--- src/rtl/mem_arbiter.sv ---
// Byte-wide memory bus arbiter: grants fetch, load and store requests,
// serialises each 1/2/4-byte access into byte cycles, aborts speculative
// reads on a branch flush and lets committed stores run to completion.
module mem_arbiter #(
   parameter int         ADDR_W = 32,
   parameter logic [1:0] IO_SEL = 2'b11
) (
   input  logic              clk,
   input  logic              rst,
   input  logic              rdy,
   input  logic              has_misbranch,
   input  logic              io_buffer_full,
   input  logic [7:0]        ram_din,
   output logic [7:0]        ram_dout,
   output logic [ADDR_W-1:0] ram_addr,
   output logic              ram_wr,
   input  logic              if_req,
   input  logic [ADDR_W-1:0] if_addr,
   output logic              if_done,
   output logic [31:0]       if_data,
   input  logic              ld_req,
   input  logic [ADDR_W-1:0] ld_addr,
   input  logic [2:0]        ld_len,
   output logic              ld_done,
   output logic [31:0]       ld_data,
   input  logic              st_req,
   input  logic [ADDR_W-1:0] st_addr,
   input  logic [2:0]        st_len,
   input  logic [31:0]       st_data,
   output logic              st_done
);

   localparam logic [1:0] S_IDLE  = 2'd0;
   localparam logic [1:0] S_READ  = 2'd1;
   localparam logic [1:0] S_WRITE = 2'd2;

   logic [1:0]        state;
   logic [ADDR_W-1:0] base;
   logic [2:0]        len;
   logic [2:0]        cnt;        // bytes completed (sampled or written)
   logic [2:0]        issued;     // read addresses presented so far
   logic              addr_live;  // address on the bus this cycle is a fresh read
   logic              data_due;   // ram_din this cycle answers a fresh read
   logic              is_fetch;
   logic              rr_load;    // round-robin pointer: 0 = fetch next, 1 = load next
   logic [31:0]       st_word;
   logic [31:0]       asm_data;
   logic [31:0]       filled;
   logic [2:0]        cnt_nxt;
   logic              io_stall;
   logic              st_ok, if_ok, ld_ok;
   logic              grant_if, grant_ld;

   function automatic logic [2:0] len_of(input logic [2:0] l);
      case (l)
         3'd1:    return 3'd1;
         3'd2:    return 3'd2;
         default: return 3'd4;
      endcase
   endfunction

   function automatic logic [7:0] byte_of(input logic [31:0] w, input logic [1:0] i);
      return w[{i, 3'b000} +: 8];
   endfunction

   // Request qualification, grant selection and byte assembly
   always_comb begin
      cnt_nxt  = cnt + 3'd1;
      io_stall = (base[17:16] == IO_SEL) && io_buffer_full;
      ram_wr   = (state == S_WRITE) && rdy && !io_stall;
      // A requester is never re-granted in the cycle its done pulses
      st_ok    = st_req && !st_done;
      if_ok    = if_req && !if_done;
      ld_ok    = ld_req && !ld_done;
      grant_if = !st_ok && if_ok && (!ld_ok || !rr_load);
      grant_ld = !st_ok && ld_ok && !grant_if;
      filled   = asm_data;
      filled[{cnt[1:0], 3'b000} +: 8] = ram_din;
   end

   // Arbitration FSM, byte sequencing and done/data registers
   always_ff @(posedge clk or negedge rst) begin
      if (!rst) begin
         state     <= S_IDLE;
         base      <= '0;
         len       <= 3'd0;
         cnt       <= 3'd0;
         issued    <= 3'd0;
         addr_live <= 1'b0;
         data_due  <= 1'b0;
         is_fetch  <= 1'b0;
         rr_load   <= 1'b0;
         st_word   <= 32'd0;
         asm_data  <= 32'd0;
         ram_addr  <= '0;
         ram_dout  <= 8'd0;
         if_done   <= 1'b0;
         if_data   <= 32'd0;
         ld_done   <= 1'b0;
         ld_data   <= 32'd0;
         st_done   <= 1'b0;
      end else begin
         if_done <= 1'b0;
         ld_done <= 1'b0;
         st_done <= 1'b0;
         if (rdy) begin
            case (state)
               S_IDLE: begin
                  if (!has_misbranch) begin
                     if (st_ok) begin
                        state    <= S_WRITE;
                        base     <= st_addr;
                        len      <= len_of(st_len);
                        cnt      <= 3'd0;
                        st_word  <= st_data;
                        ram_addr <= st_addr;
                        ram_dout <= st_data[7:0];
                     end else if (grant_if || grant_ld) begin
                        state     <= S_READ;
                        base      <= grant_if ? if_addr : ld_addr;
                        len       <= grant_if ? 3'd4 : len_of(ld_len);
                        ram_addr  <= grant_if ? if_addr : ld_addr;
                        is_fetch  <= grant_if;
                        rr_load   <= grant_if;
                        cnt       <= 3'd0;
                        issued    <= 3'd1;
                        addr_live <= 1'b1;
                        data_due  <= 1'b0;
                        asm_data  <= 32'd0;
                     end
                  end
               end
               S_READ: begin
                  if (has_misbranch) begin
                     state     <= S_IDLE;
                     addr_live <= 1'b0;
                     data_due  <= 1'b0;
                  end else begin
                     data_due <= addr_live;
                     if (issued < len) begin
                        ram_addr  <= base + ADDR_W'(issued);
                        issued    <= issued + 3'd1;
                        addr_live <= 1'b1;
                     end else begin
                        addr_live <= 1'b0;
                     end
                     if (data_due) begin
                        asm_data <= filled;
                        cnt      <= cnt_nxt;
                        if (cnt_nxt == len) begin
                           state     <= S_IDLE;
                           addr_live <= 1'b0;
                           data_due  <= 1'b0;
                           if (is_fetch) begin
                              if_done <= 1'b1;
                              if_data <= filled;
                           end else begin
                              ld_done <= 1'b1;
                              ld_data <= filled;
                           end
                        end
                     end
                  end
               end
               S_WRITE: begin
                  if (!io_stall) begin
                     if (cnt_nxt == len) begin
                        state   <= S_IDLE;
                        st_done <= 1'b1;
                     end else begin
                        cnt      <= cnt_nxt;
                        ram_addr <= base + ADDR_W'(cnt_nxt);
                        ram_dout <= byte_of(st_word, cnt_nxt[1:0]);
                     end
                  end
               end
               default: state <= S_IDLE;
            endcase
         end else if (state == S_READ) begin
            // Paused: the RAM keeps reading the held address. If that address is
            // the next unsampled byte, take it on resume; otherwise rewind so the
            // next unsampled byte's address is presented again.
            addr_live <= 1'b0;
            if (issued == cnt_nxt) begin
               data_due <= 1'b1;
            end else begin
               data_due <= 1'b0;
               issued   <= cnt;
            end
         end
      end
   end

endmodule

--- config.mk ---
export PLATFORM = sky130hd
export DESIGN_NAME = mem_arbiter
export DESIGN_NICKNAME = d
export VERILOG_FILES = /design/src/rtl/mem_arbiter.sv
export SDC_FILE = /design/constraint.sdc
export NUM_CORES = 1
export LEC_CHECK = 0
export ABC_CLOCK_PERIOD_IN_PS = 3550
export BUFFER_PORTS_ARGS = -buffer_cell sky130_fd_sc_hd__buf_2
export CAP_MARGIN = 10
export CORE_MARGIN = 5
export CORE_UTILIZATION = 50
export DETAILED_ROUTE_END_ITERATION = 12
export GPL_TIMING_DRIVEN = 0
export PLACE_DENSITY = 0.76
export REMOVE_ABC_BUFFERS = 1
export SLEW_MARGIN = 10
export SYNTH_ARGS = -nofsm -noshare
export SYNTH_HDL_FRONTEND = slang
export SYNTH_SLANG_ARGS = --single-unit
export TNS_END_PERCENT = 5
--- constraint.sdc ---
create_clock -name clk -period 3.55 [get_ports clk]
set_clock_uncertainty 0.1 [all_clocks]
set_input_delay 0.1775 -clock clk [delete_from_list [all_inputs] [get_ports clk]]
set_output_delay 0.1775 -clock clk [all_outputs]
set_load 0.05 [all_outputs]
==> flow_summary.json <==
{
  "synth-seq-area-share_pct": 46.9,
  "hp-start": "if_addr[4]",
  "regToRegEndpoint": "ram_addr[20]",
  "p_comb_share_pct": 44.1,
  "drt-wirelength-per-cell_um": 18.5,
  "maxCapViolCount": 0,
  "initial_core_util_pct": 51.0,
  "ios": 258,
  "cp.required_ns": 3.88,
  "tns_ns": 0,
  "ant_nets": 0,
  "layout-drive-gt1-share_pct": 32.0,
  "end_kind": "flop",
  "rr_startpoint": "cnt[1]",
  "die_width_um": 162,
  "yosys.area.top_type_share_pct": 46.9,
  "ys_types": 63,
  "leakage_uw": 0.00730,
  "place.gp.congestion": 0.831,
  "min-delay-path-class": "in -> reg",
  "max-slew-margin-rel_pct": 19.1,
  "synth_area_um2": 11600,
  "worst_slew_pin_slew_ns": 1.21,
  "layout.cells.non_filler": 1688,
  "cts.sinks": 217,
  "cts_root_buffer": "clkbuf_16",
  "endpoint": "ram_addr[20]",
  "vias_per_cell": 5.72,
  "h-tree-depth": 1,
  "area_delta_synth_final_pct": 27.1,
  "cts_inserted_buffers": 23,
  "critical_path_class": "reg -> reg",
  "worstSetupStartpoint": "cnt[1]",
  "clk_latency_ns": 0.50,
  "drc_errors": 0,
  "min_period_ns": 3.35,
  "clockPowerShare_pct": 21.1,
  "crit_fanout": 16,
  "finalPower_uw": 11000,
  "dr.pass1.iters": 5,
  "finalSetupViolations": 0,
  "synth_edf_count": 0,
  "drv_slew": 0,
  "portBuffers": 257,
  "grt_pass1_vias": 9626,
  "pre_cts_slack_ns": -1.55,
  "status": "complete, no violations",
  "max_freq_ghz": 0.298,
  "worst_setup_path_start_kind": "flop",
  "path_clk_slew_ns": 0.06,
  "dp_hpwl_um": 20500,
  "die-area_um2": 26300,
  "nets": 1554,
  "power_density_nw_per_um2": 751,
  "antenna_found_initial": 3,
  "cts.path.max_buffers": 3,
  "ys_ff_latch": 217,
  "wirelength_um": 31200,
  "grt_pass1_wl_um": 50200,
  "final_common_cell": "buf_2",
  "setup_slack_ns": 0.199,
  "floorplan.rows": 55,
  "ys_warn_count": 0,
  "switching_share_pct": 40.9,
  "p_sw_uw": 4520,
  "p_int_uw": 6530,
  "cts_tree": "built",
  "p_seq_share_pct": 34.8,
  "synth_top_area_cell": "dfrtp_1",
  "syn_inst": 1085,
  "dp.cells": 1562,
  "fp.dieH_um": 162,
  "core-area_um2": 22700,
  "r2r_slack_ns": 0.20,
  "yosys-top-cells-area": "dfrtp_1 47%, a22o_1 7.3%, mux2_2 6.2%",
  "synth.avg_cell_area_um2": 10.7,
  "vias": 9648,
  "arrival_ns": 3.68,
  "overflow": 0,
  "ir_worst_vdd_mv": 0.370,
  "reg2reg_depth": 11,
  "rsz0062_at_grt": "no",
  "track_usage_pct": 23.1,
  "final_cell_mix": "256 x buf_2, 216 x dfrtp_1, 169 x nand2_1, 96 x a22o_1, 81 x dlygate4sd3_1",
  "async_flop_share_pct": 100,
  "grt_max_degree": 110,
  "min_period_over_period_pct": 94.4,
  "hold_viol": 0,
  "drt_iter0_markers": 524,
  "post-route-util_pct": 64.8,
  "ys.flop_type": "dfrtp_1"
}
-- synth_stat cells, drive strengths merged, types with 4 or more instances --
library cell  instances
a21o                 12
dfrtp               217
mux2i                35
o21ai                58
a211oi               12
nand4                10
nand3                13
inv                  21
a21oi                31
nor4                  5
clkbuf               37
ha                   17
xnor2                15
nand2               172
mux4                  8
buf                  40
mux2                102
nand2b                6
nor4b                 4
a22o                 96
nor3                 19
nor2                 61
or3                   4
nor2b                 7
a31oi                25
xor2                 20
and3                  7
-- power by group through the flow --
stage | combinational, uW | sequential (uW) | clock (uW)
after floorplan | 2650 | 4520 | 0
after global placement | 4430 | 3850 | 0
after detailed placement | 4630 | 3890 | 0
after CTS | 4850 | 3830 | 2390
after global routing | 5300 | 3940 | 2470
final | 4870 | 3850 | 2330
-- flip-flops by register name (all words and copies together) (netlist names) --
name and count:
asm_data 32, rr_load 1, state 2, addr_live 1, issued 3, ram_dout 8, ld_data 32, ld_done 1
ram_addr 32, if_done 1, st_word 32, len 3, data_due 1, if_data 32, cnt 3, st_done 1
base 32
-- repair_timing --
action | CTS | global route
hold endpoints to repair | 175 | 0
gates resized for setup | 9 | 2
gates cloned | 0 | 0
endpoints found under the setup margin | 141 | 3
buffers inserted | 3 | 0
hold buffers | 81 | 0
-- cell families (layout without fill, tap and decap cells) --
group | count (synthesis) | after routing | synth area share [%]
muxes | 145 | 145 | 15.7
other | 0 | 2 | 0
adders and majority gates | 18 | 18 | 2.01
and+or+nand+nor | 318 | 318 | 12.7
xor gates and xnor gates | 36 | 36 | 2.86
buffers and inverters | 100 | 416 | 4.13
AOI/OAI and AO/OA | 251 | 251 | 15.7
DFF | 217 | 217 | 46.9
-- final cells by class --
class,instances,area (um2)
clock inverters,5,50.0
fillers,1783,8000
diodes,2,5.00
well taps,285,357
multi-input cells,768,5750
repair buffers,353,2360
flip-flops and latches,217,5430
inverters,23,86.3
clock buffers,35,671
-- how the worst min path moves through the flow --
stage | endpoint | slack, ns | cells after the start
finish | ram_addr[4] | 0.04 | 5
CTS | len[0] | 0.009 | 4
global placement | st_word[15] | 0.31 | 2
floorplan | addr_live | -0.22 | 0
global route | base[3] | 0.04 | 4
detailed placement | if_data[28] | 0.16 | 2
-- stage by stage --
stage,cell area (um2),hold slack (ns)
final,14700,0.0404
after global routing,14700,0.0445
after CTS,14700,0.00866
after detailed placement,13100,0.158
after global placement,12800,0.310
after floorplan,11200,-0.218
-- worst max-delay path, stage by stage, from the launching register on --
cell and delay [ns]:
dfrtp_1 0.41, inv_1 0.17, ha_4 0.48, mux2_2 0.23
inv_1 0.06, fa_1 0.44, nor2b_2 0.27, o2111ai_4 0.30
nor4_2 0.42, xor2_1 0.17, mux2i_1 0.09, o21ai_1 0.13
-- metal layers --
layer	routed length (um)	share of wire, %	GRT usage [%]	vias up
li1	-	-	-	4491
met1	13200	42	30.7	4739
met2	15000	48	38.5	340
met3	1850	5.9	3.93	76
met4	1100	3.5	8.19	2
met5	15	0.048	0	-
Note: power is estimated with default switching activity, not from simulation.
